$ cat src/rtl/io_bus_responder.sv
`default_nettype none
// +------------------------------------------------------------------------+
// | Module      : io_bus_responder                                         |
// | Description : Memory-mapped I/O responder on the CPU data bus. Serves  |
// |               debounced switches, LEDs, a scanned 8-digit 7-segment    |
// |               display and an optional cycle timer.                     |
// | Options     : define IO_TIMER_EN to build the cycle timer at 0x020.    |
// | Revision    : 1.0 - initial release                                    |
// +------------------------------------------------------------------------+
module io_bus_responder #(
  parameter logic [31:0] BASE_ADDR  = 32'hFFFF_F000,
  parameter int          SCAN_DIV   = 50_000,
  parameter int          DEB_CYCLES = 100_000,
  parameter int          TIMER_DIV  = 1
) (
  input  logic        clk_i,
  input  logic        rst_i,
  input  logic [31:0] addr_i,
  input  logic        we_i,
  input  logic [31:0] wdata_i,
  output logic [31:0] rdata_o,
  output logic        hit_o,
  input  logic [23:0] sw_i,
  output logic [23:0] led_o,
  output logic [7:0]  seg_an_o,
  output logic [7:0]  seg_ca_o
);

  // Word offsets within the 4 KiB window (addr_i[11:2])
  localparam logic [9:0] C_OFF_DISP  = 10'h000;
  localparam logic [9:0] C_OFF_TIMER = 10'h008;
  localparam logic [9:0] C_OFF_LED   = 10'h018;
  localparam logic [9:0] C_OFF_SW    = 10'h01C;

  localparam int SCAN_W = (SCAN_DIV > 1) ? $clog2(SCAN_DIV) : 1;
  localparam int DEB_W  = (DEB_CYCLES > 1) ? $clog2(DEB_CYCLES) : 1;
  localparam logic [SCAN_W-1:0] C_SCAN_LAST = SCAN_W'(SCAN_DIV - 1);
  localparam logic [DEB_W-1:0]  C_DEB_LAST  = DEB_W'(DEB_CYCLES - 1);

  // Hex digit to active-low segment pattern {dp,g,f,e,d,c,b,a}, dp off
  function automatic logic [7:0] hex_glyph(input logic [3:0] nib);
    case (nib)
      4'h0: hex_glyph = 8'hC0;
      4'h1: hex_glyph = 8'hF9;
      4'h2: hex_glyph = 8'hA4;
      4'h3: hex_glyph = 8'hB0;
      4'h4: hex_glyph = 8'h99;
      4'h5: hex_glyph = 8'h92;
      4'h6: hex_glyph = 8'h82;
      4'h7: hex_glyph = 8'hF8;
      4'h8: hex_glyph = 8'h80;
      4'h9: hex_glyph = 8'h90;
      4'hA: hex_glyph = 8'h88;
      4'hB: hex_glyph = 8'h83;
      4'hC: hex_glyph = 8'hC6;
      4'hD: hex_glyph = 8'hA1;
      4'hE: hex_glyph = 8'h86;
      default: hex_glyph = 8'h8E;
    endcase
  endfunction

  logic [9:0]        word_off;
  logic              wr_en;
  logic [31:0]       timer_rd;
  logic              unused_addr_lsb;

  logic [31:0]       disp_q,    disp_d;
  logic [23:0]       led_q,     led_d;
  logic [23:0]       sync1_q,   sync1_d;
  logic [23:0]       sync2_q,   sync2_d;
  logic [23:0]       cand_q,    cand_d;
  logic [DEB_W-1:0]  deb_cnt_q, deb_cnt_d;
  logic [23:0]       sw_db_q,   sw_db_d;
  logic [SCAN_W-1:0] scan_q,    scan_d;
  logic [2:0]        idx_q,     idx_d;
  logic [7:0]        seg_an_q,  seg_an_d;
  logic [7:0]        seg_ca_q,  seg_ca_d;

  assign hit_o           = (addr_i[31:12] == BASE_ADDR[31:12]);
  assign word_off        = addr_i[11:2];
  assign wr_en           = we_i && hit_o;
  assign unused_addr_lsb = &{1'b0, addr_i[1:0]};

`ifdef IO_TIMER_EN
  localparam int TDIV_W = (TIMER_DIV > 1) ? $clog2(TIMER_DIV) : 1;
  localparam logic [TDIV_W-1:0] C_TDIV_LAST = TDIV_W'(TIMER_DIV - 1);

  logic [31:0]       timer_q, timer_d;
  logic [TDIV_W-1:0] presc_q, presc_d;

  // Timer: a bus write reloads the count and restarts the prescaler, beating a tick
  always_comb begin
    timer_d = timer_q;
    presc_d = presc_q;
    if (wr_en && (word_off == C_OFF_TIMER)) begin
      timer_d = wdata_i;
      presc_d = '0;
    end else if (presc_q == C_TDIV_LAST) begin
      timer_d = timer_q + 32'd1;
      presc_d = '0;
    end else begin
      presc_d = presc_q + 1'b1;
    end
  end

  // Timer state registers
  always_ff @(posedge clk_i or posedge rst_i) begin
    if (rst_i) begin
      timer_q <= '0;
      presc_q <= '0;
    end else begin
      timer_q <= timer_d;
      presc_q <= presc_d;
    end
  end

  assign timer_rd = timer_q;
`else
  assign timer_rd = 32'h0;
`endif

  // Writable registers: DISP and LED
  always_comb begin
    disp_d = disp_q;
    led_d  = led_q;
    if (wr_en) begin
      case (word_off)
        C_OFF_DISP: disp_d = wdata_i;
        C_OFF_LED:  led_d  = wdata_i[23:0];
        default: ;
      endcase
    end
  end

  // Switch path: two-flop sync, then one shared stability counter that saturates
  always_comb begin
    sync1_d   = sw_i;
    sync2_d   = sync1_q;
    cand_d    = cand_q;
    deb_cnt_d = deb_cnt_q;
    sw_db_d   = sw_db_q;
    if (sync2_q != cand_q) begin
      cand_d    = sync2_q;
      deb_cnt_d = '0;
    end else if (deb_cnt_q == C_DEB_LAST) begin
      sw_db_d = cand_q;
    end else begin
      deb_cnt_d = deb_cnt_q + 1'b1;
    end
  end

  // Display scan; outputs follow the next index and next DISP so the glyph tracks writes
  always_comb begin
    scan_d = scan_q;
    idx_d  = idx_q;
    if (scan_q == C_SCAN_LAST) begin
      scan_d = '0;
      idx_d  = idx_q + 3'd1;
    end else begin
      scan_d = scan_q + 1'b1;
    end
    seg_an_d = ~(8'd1 << idx_d);
    seg_ca_d = hex_glyph(disp_d[{idx_d, 2'b00} +: 4]);
  end

  // Zero-latency read mux; anything outside the window or unmapped reads zero
  always_comb begin
    rdata_o = 32'h0;
    if (hit_o) begin
      case (word_off)
        C_OFF_DISP:  rdata_o = disp_q;
        C_OFF_TIMER: rdata_o = timer_rd;
        C_OFF_LED:   rdata_o = {8'h0, led_q};
        C_OFF_SW:    rdata_o = {8'h0, sw_db_q};
        default:     rdata_o = 32'h0;
      endcase
    end
  end

  // State registers with asynchronous reset
  always_ff @(posedge clk_i or posedge rst_i) begin
    if (rst_i) begin
      disp_q    <= '0;
      led_q     <= '0;
      sync1_q   <= '0;
      sync2_q   <= '0;
      cand_q    <= '0;
      deb_cnt_q <= '0;
      sw_db_q   <= '0;
      scan_q    <= '0;
      idx_q     <= '0;
      seg_an_q  <= 8'hFE;
      seg_ca_q  <= 8'hC0;
    end else begin
      disp_q    <= disp_d;
      led_q     <= led_d;
      sync1_q   <= sync1_d;
      sync2_q   <= sync2_d;
      cand_q    <= cand_d;
      deb_cnt_q <= deb_cnt_d;
      sw_db_q   <= sw_db_d;
      scan_q    <= scan_d;
      idx_q     <= idx_d;
      seg_an_q  <= seg_an_d;
      seg_ca_q  <= seg_ca_d;
    end
  end

  assign led_o    = led_q;
  assign seg_an_o = seg_an_q;
  assign seg_ca_o = seg_ca_q;

endmodule
`default_nettype wire
$ cat config.mk
export PLATFORM = sky130hd
export DESIGN_NAME = io_bus_responder
export DESIGN_NICKNAME = d
export VERILOG_FILES = /design/src/rtl/io_bus_responder.sv
export SDC_FILE = /design/constraint.sdc
export NUM_CORES = 1
export LEC_CHECK = 0
export CORE_MARGIN = 2
export CORE_UTILIZATION = 47
export CTS_CLUSTER_DIAMETER = 120
export DETAILED_ROUTE_END_ITERATION = 10
export PLACE_DENSITY = 0.76
export SYNTH_ARGS = -nofsm -noshare
export SYNTH_HDL_FRONTEND = slang
export SYNTH_SLANG_ARGS = --single-unit
export TNS_END_PERCENT = 50
$ cat constraint.sdc
create_clock -name clk_i -period 7.29 [get_ports clk_i]
set_input_delay 1.458 -clock clk_i [delete_from_list [all_inputs] [get_ports clk_i]]
set_output_delay 1.458 -clock clk_i [all_outputs]
set_load 0.1 [all_outputs]
==> key figures, run 1 <==
Status
  – Outcome: finished, final reports clean

Pwr
  – Sequential Power Share: 52.2%
  – Clock group share of total power: 43.6%
  – Internal power: 0.00176 W
  – Logic pwr share: 4.1%
  – LEAKAGE: 4.84 nW
  – Power density cells: 207 nW/um2
  – Peak VDD IR: 145 uV
  – P_sw: 0.000457 W
  – Sw frac: 20.6%

Synth
  – XOR/XNOR share of the synthesized area: 6.12%
  – Distinct cells, synth: 62
  – Post-synth ARST share: 100%
  – Synth Area in Compound Gates: 6.63%
  – Largest family of logic cells by synthesized area: simple AND/OR/NAND/NOR gates
  – Seq/Total Area, Yosys: 59.9%
  – Syn_nets: 776
  – Simple-gate share of the synthesized area: 11.6%
  – Post-Syn Instances: 676
  – Proportion of synthesized area in mux cells: 10.7%
  – Synth Warn #: 0
  – Adder-Cell Fraction of Synth Area: 1.33%
  – Avg Cell Area, Syn: 12.6 um2
  – EDFF count, synth: 0
  – Top FF cell, synth: dfrtp_1
  – Seq cells post-synth: 203
  – Mapped cell area: 8490 um2

Place
  – Dpl ws: 1.58 ns
  – Port Buffers: 160
  – Post-Place Cell Area: 10100 um2
  – Dpl cells: 1021
  – HPWL after DPL: 13900 um
  – Gpl congestion: 0.844

Setup path
  – Cells on worst reg2reg path: 15
  – Worst Setup Path Type: in -> out
  – Flop-to-flop setup slack: 3.26 ns
  – Startpoint Class: primary input
  – Worst EP arrival: 4.25 ns
  – Worst R2R End: seg_ca_o[3]$_DFF_PP0_
  – Crit Path Max Fanout: 13
  – CP bufs+invs: 3
  – RR Startpoint: scan_q[0]$_DFF_PP0_
  – Worst setup EP type: output pin
  – Worst path max stage delay: 0.63 ns
  – Top Family by Delay on Critical Path: simple AND/OR/NAND/NOR gates
  – Cells along the critical path: clkdlybuf4s50_1 > nor4_1 > and4_1 > nor2b_2 > buf_4 > a222oi_1 > nor2_1 > buf_4
  – Most used cell, CP: buf_4
  – CP Data Required Time: 5.83 ns
  – Slowest CP cell: nor2b_2

Drt
  – Final ANT Viol Nets: 0
  – DR iter-0 viols: 434
  – Vias per cell: 5.44
  – Highest metal used: met4
  – Routed met1 length: 8520 um
  – Via count: 5741
  – Initial DRT Pass Iterations: 8
  – WL per Instance: 18.7 um
  – DRC: 0
  – Final WL: 19800 um
  – Wire length on met3: 1420 um
  – Metal2 WL: 9430 um

Min path
  – Hold path startpoint: sync1_q[5]$_DFF_PP0_
  – Min-delay worst type: reg -> reg
  – Hold Path Sink: sync2_q[5]$_DFF_PP0_
  – Hold Path Stages: 0

Timing
  – Setup_tns: 0 ns
  – Min Clock Period, post-route: 5.71 ns
  – Setup slack after layout: 1.58 ns
  – Count of final hold-check violations: 0
  – Tcrit/Tclk final: 78.3%
  – Max-slew violation count: 0
  – Worst Tran Pin Value: 1.04 ns
  – Fmax: 175 MHz
  – Max Clock Skew: 0.00821 ns
  – RSZ-0062 raised after global routing: false
  – Relative slew slack: 30.3%
  – Setup-failing EPs final: 0

Floorplan
  – Core area: 17800 um2
  – Die width: 138 um
  – DIE AREA: 19200 um2
  – Ports: 164
  – Row Count: 49
  – Die Y: 138 um
  – Initial Utilization: 47.6%

Final layout
  – Post-route insts no fill: 1056
  – Final #Nets: 915
  – Most common cell after layout, fill and taps aside: dfrtp_1
  – Layout cells sized above 1: 20.4%
  – Post-route cell area: 10700 um2
  – Fillcell total: 1440
  – Most frequent cells in the layout: 195 x dfrtp_1, 128 x clkdlybuf4s50_1, 63 x mux2_2
  – Post-layout util: 60.1%
  – Antenna Cells: 0
  – Layout area overhead: 26.3%

Global routing
  – Vias in the first global route: 5894
  – GRT Residual Overflow: 0
  – Pin count of the biggest net entering global routing: 129
  – GRT Total Usage: 20.8%
  – First-pass GRT wire length: 32000 um
  – Initial antenna violation count: 0

Run
  – Max Cap Viol: 0

CTS
  – Post-CTS Setup Inserts: 0
  – H-tree Lvls: 1
  – Number of CTS-inserted buffers: 21
  – Worst-Skew Late Latency: 0.49 ns
  – Hold-fix buffers at CTS: 0
  – CTS root buf: clkbuf_16
  – Clk sinks: 203
  – CTS tree: built
  – Clk slew on worst S/H paths: 0.06 ns
  – Max clock buf depth: 3
  – Post-CTS Resized: 0
[flip-flops by register name, indices dropped and copies added, names as in the netlist]
name / count
disp_q: 32
sw_db_q: 24
sync2_q: 24
seg_an_o: 8
idx_q: 3
sync1_q: 24
seg_ca_o: 7
scan_q: 16
deb_cnt_q: 17
led_o: 24
cand_q: 24
[per-stage QoR]
step | power, W | hold slack, ns
floorplan | 0.00121 | 0.331
global placement | 0.00127 | 0.332
detailed placement | 0.00127 | 0.335
CTS | 0.00224 | 0.347
global route | 0.00230 | 0.351
finish | 0.00222 | 0.346
[cell usage after synthesis (9+ instances only)]
library cell,number,area [um2]
dfrtp_1,195,4880
mux2_2,63,709
nor2_1,61,229
nand2_1,55,206
clkbuf_1,41,154
xnor2_1,28,245
xor2_1,25,219
a222oi_1,24,240
nand4_1,17,106
and3_1,13,81.3
nand3_1,12,60.1
inv_1,11,41.3
ha_1,9,113
[cells by family (layout without fill, tap and decap cells)]
family | after synthesis | count (layout)
AO/OA/AOI/OAI | 63 | 63
AND/OR/NAND/NOR | 199 | 199
flip-flops | 203 | 203
multiplexers | 79 | 79
XOR/XNOR | 55 | 55
adder cells (fa/ha/maj) | 9 | 9
buffers and inverters | 67 | 218
other | 1 | 1
[metal layers]
metal,vias to the layer above,track usage (%)
met3,24,4.30
met4,0,6.07
met1,2863,28.9
met2,218,33.6
met5,-,0
li1,2636,-
[worst register-to-register path, cell delays in order, from the launching register on]
cell and delay (ns):
dfrtp_1 0.36, ha_1 0.18, and3_1 0.25, and4_1 0.74
mux2i_4 0.42, inv_2 0.13, nor2_2 0.40, a22o_1 0.21
a211oi_1 0.08, a21oi_2 0.30, inv_1 0.14, ha_1 0.25
inv_1 0.09, nor2_1 0.05, a211oi_1 0.23, a21oi_1 0.06
[cell type report]
class                           instances  area, um2  share of cell area, %
Clock buffer                           35        608                   5.67
Inverter                               16       67.6                  0.630
Multi-Input combinational cell        406       3100                   28.9
Sequential cell                       203       5090                   47.5
Tap cell                              229        287                   2.67
Timing Repair Buffer                  167       1570                   14.7
[worst max-delay path by stage]
stage              start                     to  depth (start not counted)
2_1_floorplan      rst_i  cand_q[0]$_DFFE_PP0N_                          1
3_3_place_gp   addr_i[9]  seg_ca_o[3]$_DFF_PP0_                         14
3_5_place_dp   addr_i[9]  seg_ca_o[3]$_DFF_PP0_                         14
4_1_cts        addr_i[9]            rdata_o[16]                          8
5_1_grt        addr_i[9]            rdata_o[16]                          8
6_report       addr_i[9]            rdata_o[16]                          8
[power groups by stage]
stage,Sequential (W),Clock [W],Combinational (W)
after floorplan,0.00118,0,0.0000355
after global routing,0.00116,0.00103,0.000101
after detailed placement,0.00118,0,0.0000936
after global placement,0.00118,0,0.0000927
final,0.00116,0.000968,0.0000913
after CTS,0.00116,0.000991,0.0000940
Power figures use the tool's default switching activity.
==> inputs of run 2 (changes only) <==
- clock period: 7.29 -> 4.64 ns (I/O delays scaled with it)
==> key figures, run 2 (synthesis results as in run 1) <==
Drt
  – DR iter-0 viols: 451 (+3.9%)
  – Final WL: 21100 um (+6.8%)
  – DRC: 0 (unchanged)
  – Via count: 5894 (+2.7%)
  – Initial DRT Pass Iterations: 5 (-3)
  – Vias per cell: 5.53 (+1.7%)
  – WL per Instance: 19.8 um (+5.8%)
  – Final ANT Viol Nets: 0 (unchanged)

Timing
  – Max-slew violation count: 0 (unchanged)
  – Setup-failing EPs final: 0 (unchanged)
  – Fmax: 244 MHz
  – Tcrit/Tclk final: 88.4%
  – Setup_tns: 0 ns (unchanged)
  – Count of final hold-check violations: 0 (unchanged)
  – Min Clock Period, post-route: 4.10 ns
  – RSZ-0062 raised after global routing: false
  – Max Clock Skew: 0.0107 ns (+0.00253 ns)
  – Relative slew slack: 28.4% (-1.9 points)
  – Worst Tran Pin Value: 1.07 ns (+0.0284 ns)

Place
  – HPWL after DPL: 14900 um (+7.4%)
  – Dpl cells: 1029 (+0.78%)
  – Port Buffers: 160 (unchanged)
  – Post-Place Cell Area: 10600 um2 (+4.9%)
  – Gpl congestion: 0.814 (-3.5%)

Final layout
  – Most common cell after layout, fill and taps aside: dfrtp_1
  – Post-route insts no fill: 1066 (+0.95%)
  – Final #Nets: 923 (+0.87%)
  – Fillcell total: 1357 (-5.8%)
  – Layout cells sized above 1: 22.6% (+2.1 points)
  – Post-route cell area: 11400 um2 (+5.9%)
  – Largest register by flop count: disp_q
  – Max FFs per register: 32 (unchanged)
  – Most frequent cells in the layout: 195 x dfrtp_1, 127 x clkdlybuf4s50_1, 63 x mux2_2
  – Antenna Cells: 0 (unchanged)
  – Layout area overhead: 33.8%

Global routing
  – Initial antenna violation count: 0 (unchanged)
  – Grt met2 use: 36.9% (+3.3 points)
  – GR Util met3: 4.47% (+0.17 points)
  – Vias in the first global route: 6213 (+5.4%)
  – Met1 Use GR: 30.2% (+1.3 points)
  – First-pass GRT wire length: 33900 um (+6.2%)
  – GRT Total Usage: 22.3% (+1.5 points)
  – Pin count of the biggest net entering global routing: 81 (-37%)
  – Grt peak-use layer: met2
  – GRT Residual Overflow: 0 (unchanged)

CTS
  – Post-CTS Setup Inserts: 0 (unchanged)
  – Worst-Skew Late Latency: 0.50 ns (about the same)
  – Post-CTS Resized: 0 (unchanged)
  – CTS tree: built
  – Clk slew on worst S/H paths: 0.06 ns (about the same)
  – H-tree Lvls: 1 (unchanged)
  – Hold-fix buffers at CTS: 0 (unchanged)
  – Number of CTS-inserted buffers: 21 (unchanged)
  – CTS root buf: clkbuf_16
  – Max clock buf depth: 3 (unchanged)
  – Clk sinks: 203 (unchanged)

Min path
  – Min-delay worst type: reg -> reg

Pwr
  – Final Power: 0.00377 W (+70%)
  – Power density cells: 332 nW/um2 (+61%)
  – Peak VDD IR: 295 uV (+100%)
  – LEAKAGE: 5.05 nW (+4.2%)

Setup path
  – Crit Path Max Fanout: 23 (+10)
  – Worst Setup Path Type: in -> out
  – Startpoint Class: primary input
  – Worst setup EP type: output pin
  – Worst EP arrival: 3.18 ns (-1.07 ns)
  – CP Data Required Time: 3.71 ns (-2.12 ns)

Floorplan
  – Ports: 164 (unchanged)
  – Die Y: 138 um (unchanged)
  – DIE AREA: 19200 um2 (unchanged)
  – Core area: 17800 um2 (unchanged)
  – Row Count: 49 (unchanged)
  – Die width: 138 um (unchanged)
  – Initial Utilization: 47.6% (unchanged)

Run
  – Max Cap Viol: 0 (unchanged)

Status
  – Outcome: finished, final reports clean
-- run 2: changes by cell type in the layout (fill, tap and decap cells not counted), sizes merged --
| cell | previous run | this run |
|---|---|---|
| buf | 39 | 48 |
| bufinv | 0 | 4 |
| clkbuf | 35 | 27 |
| clkdlybuf4s50 | 128 | 127 |
| clkinv | 0 | 2 |
| clkinvlp | 0 | 3 |
| inv | 16 | 17 |
-- run 2: power breakdown --
| part | total (W) | internal [W] | leakage, nW | switching, W |
|---|---|---|---|---|
| combinational | 0.000148 | 0.0000833 | 2.06 | 0.0000648 |
| sequential | 0.00182 | 0.00180 | 2.62 | 0.0000189 |
| clock | 0.00180 | 0.00112 | 0.364 | 0.000682 |
-- run 2: metrics by stage --
stage	util [%]	hold slack (ns)	setup WS [ns]
2_1_floorplan	-	0.331	-0.550
3_3_place_gp	59.5	0.331	0.334
3_5_place_dp	59.5	0.335	0.303
4_1_cts	63.7	0.347	0.526
5_1_grt	63.7	0.351	0.412
6_report	63.7	0.346	0.537
-- run 2: final cells by class --
cell class / count / area, um2 / area share [%]
Multi-Input combinational cell: 406 / 3100 / 27.3
Sequential cell: 203 / 5090 / 44.8
Clock buffer: 27 / 588 / 5.18
Inverter: 16 / 63.8 / 0.562
Tap cell: 229 / 287 / 2.52
Clock inverter: 10 / 163 / 1.43
Timing Repair Buffer: 175 / 2070 / 18.2
-- run 2: path summary, 6_finish.rpt --
kind	startpoint	end	slack, ns	depth (start not counted)
setup / recovery	addr_i[9]	rdata_o[23]	0.54	8
hold / removal	sync1_q[11]$_DFF_PP0_	sync2_q[11]$_DFF_PP0_	0.35	0
setup reg to reg	scan_q[0]$_DFF_PP0_	seg_ca_o[3]$_DFF_PP0_	0.84	16
hold reg to reg	sync1_q[11]$_DFF_PP0_	sync2_q[11]$_DFF_PP0_	0.35	0
max in group asynchronous	rst_i	disp_q[20]$_DFF_PP0_	2.89	3
min in group asynchronous	rst_i	sync1_q[9]$_DFF_PP0_	0.86	2
-- run 2: critical path: stages --
cell and delay (ns):
clkdlybuf4s50_1 0.39, nor4_1 0.32, and3_1 0.24, buf_4 0.30
buf_4 0.30, a222oi_1 0.18, nor2_1 0.26, buf_12 0.21
-- run 2: per-layer routing --
| metal | vias up | share of wire [%] | wire (um) |
|---|---|---|---|
| li1 | 2652 | - | - |
| met3 | 37 | 6.3 | 1340 |
| met2 | 233 | 49 | 10400 |
| met1 | 2972 | 42 | 8920 |
| met5 | - | 0 | 0 |
| met4 | 0 | 2.6 | 542 |
==> inputs of run 3 (changes only) <==
- CELL_PAD_IN_SITES_DETAIL_PLACEMENT: unset -> 1
- CELL_PAD_IN_SITES_GLOBAL_PLACEMENT: unset -> 2
- CORE_UTILIZATION: 47 -> 31
- PLACE_DENSITY: 0.76 -> unset
- PLACE_DENSITY_LB_ADDON: unset -> 0.1
==> key figures, run 3 (synthesis results as in run 1) <==
Status
  – Outcome: finished, final reports clean

Global routing
  – Pin count of the biggest net entering global routing: 88 (+8.6%)
  – Vias in the first global route: 6435 (+3.6%)
  – GRT Total Usage: 17.1% (-5.2 points)
  – First-pass GRT wire length: 38000 um (+12%)
  – GRT Residual Overflow: 0 (unchanged)
  – Initial antenna violation count: 0 (unchanged)

Setup path
  – Worst Setup Path Type: in -> out
  – Slowest CP cell: buf_4
  – Crit path from: addr_i[9]
  – Worst path max stage delay: 0.43 ns (+0.04 ns)
  – CP Data Required Time: 3.71 ns (about the same)
  – Cells along the critical path: clkdlybuf4s50_1 > nor4_1 > and3_1 > buf_4 > o21ai_2 > buf_4 > nor2_1 > buf_12
  – Crit Path Max Fanout: 37 (+61%)
  – Most used cell, CP: buf_4
  – RR Startpoint: scan_q[0]$_DFF_PP0_
  – Cells on worst reg2reg path: 16 (unchanged)
  – Startpoint Class: primary input
  – Worst R2R End: seg_ca_o[3]$_DFF_PP0_
  – Flop-to-flop setup slack: 0.57 ns (-0.27 ns)
  – Worst setup EP type: output pin
  – Worst EP arrival: 3.23 ns (+0.05 ns)

Timing
  – Max-slew violation count: 0 (unchanged)
  – Fmax: 240 MHz (-1.4%)
  – Worst hold slack: 0.347 ns (+0.000225 ns)
  – Tcrit/Tclk final: 89.7% (+1.3 points)
  – RSZ-0062 raised after global routing: false
  – Count of final hold-check violations: 0 (unchanged)
  – Setup-failing EPs final: 0 (unchanged)
  – Setup_tns: 0 ns (unchanged)
  – Relative slew slack: 29.9% (+1.5 points)
  – Worst Tran Pin Value: 1.05 ns (-0.0217 ns)
  – Min Clock Period, post-route: 4.16 ns (+0.0581 ns)
  – Max Clock Skew: 0.0300 ns (+0.0193 ns)
  – Setup slack after layout: 0.478 ns (-0.0581 ns)

Floorplan
  – Die Y: 169 um (+22%)
  – DIE AREA: 28700 um2 (+50%)
  – Row Count: 60 (+22%)
  – Initial Utilization: 31.5% (-16 points)
  – Core area: 27000 um2 (+51%)
  – Die width: 169 um (+22%)
  – Ports: 164 (unchanged)

Final layout
  – Antenna Cells: 0 (unchanged)
  – Final #Nets: 930 (+0.76%)
  – Register area: 5090 um2 (unchanged)
  – Max FFs per register: 32 (unchanged)
  – Most frequent cells in the layout: 195 x dfrtp_1, 127 x clkdlybuf4s50_1, 63 x mux2_2
  – Multi-input gate area: 3100 um2 (unchanged)
  – Most common cell after layout, fill and taps aside: dfrtp_1
  – Layout area overhead: 35.9%
  – Layout cells sized above 1: 22.8% (+0.21 points)
  – Post-route cell area: 11500 um2 (+1.6%)
  – Fillcell total: 2792 (+110%)
  – Largest register by flop count: disp_q

Drt
  – Final ANT Viol Nets: 0 (unchanged)
  – DRC: 0 (unchanged)
  – Initial DRT Pass Iterations: 5 (unchanged)
  – Via count: 5803 (-1.5%)
  – WL per Instance: 20.2 um (+2.1%)
  – Final WL: 24100 um (+14%)
  – Vias per cell: 4.88 (-12%)
  – DR iter-0 viols: 372 (-18%)

CTS
  – Clk sinks: 203 (unchanged)
  – Hold-fix buffers at CTS: 0 (unchanged)
  – CTS root buf: clkbuf_16
  – Number of CTS-inserted buffers: 24 (+14%)
  – H-tree Lvls: 1 (unchanged)
  – Post-CTS Setup Inserts: 0 (unchanged)
  – Max clock buf depth: 3 (unchanged)
  – CTS tree: built
  – Clk slew on worst S/H paths: 0.06 ns (about the same)
  – Post-CTS Resized: 0 (unchanged)
  – Worst-Skew Late Latency: 0.54 ns (+0.04 ns)

Place
  – Gpl congestion: 0.770 (-5.4%)
  – Dpl ws: 0.0200 ns (-0.283 ns)
  – HPWL after DPL: 17600 um (+18%)
  – Port Buffers: 160 (unchanged)
  – Post-Place Cell Area: 10800 um2 (+1.6%)

Min path
  – Hold Path Sink: sync2_q[10]$_DFF_PP0_
  – Hold Path Stages: 0 (unchanged)
  – Min-delay worst type: reg -> reg
  – Hold path startpoint: sync1_q[10]$_DFF_PP0_

Pwr
  – LEAKAGE: 5.07 nW (+0.50%)
  – Peak VDD IR: 246 uV (-17%)
  – Power density cells: 326 nW/um2 (-2.0%)

Run
  – Max Cap Viol: 0 (unchanged)
-- run 3: cell types whose count changed in the layout (fill, tap and decap cells not counted), sizes merged --
cell and change:
clkinvlp -1, clkbuf +10, bufinv -4, buf +4
inv -2, clkinv +3
-- run 3: through the flow --
step                      std cells  util (%)  total power (W)
after floorplan                 676         -          0.00190
final                          1188      42.8          0.00376
after CTS                      1188      42.8          0.00382
after global routing           1188      42.8          0.00391
after detailed placement       1145      40.0          0.00201
after global placement         1145      40.0          0.00200
-- run 3: area by class of cell --
type / count / share of cell area, %
sequential: 203 / 44.1
multi-input combinational: 406 / 26.9
timing repair buffer: 179 / 18.2
clock buffer: 37 / 6.06
tap: 341 / 3.70
inverter: 16 / 0.553
clock inverter: 6 / 0.499
-- run 3: where the power goes --
part           switching (W)  leakage (nW)  internal [W]
clock network       0.000743         0.368       0.00104
logic              0.0000676          2.08     0.0000835
registers          0.0000186          2.62       0.00180
-- run 3: critical path, delay by kind of cell --
| family | cells | cell delay (ns) |
|---|---|---|
| buffers and inverters | 4 | 1.30 |
| AOI/OAI and AO/OA | 1 | 0.08 |
| and+or+nand+nor | 3 | 0.90 |
-- run 3: how the worst max path moves through the flow --
stage,to,slack (ns)
2_1_floorplan,rdata_o[10],-0.55
5_1_grt,seg_ca_o[3]$_DFF_PP0_,0.24
4_1_cts,rdata_o[3],0.45
3_3_place_gp,seg_ca_o[5]$_DFF_PP0_,0.13
3_5_place_dp,seg_ca_o[3]$_DFF_PP0_,0.02
6_report,rdata_o[3],0.48
-- run 3: routing by layer --
layer  wire length, um  up-vias  global-route usage [%]
met1             11000     2948                    24.0
li1                  -     2658                       -
met4               352        0                    3.08
met5                 0        -                       0
met3              1310       24                    3.24
met2             11400      173                    28.0
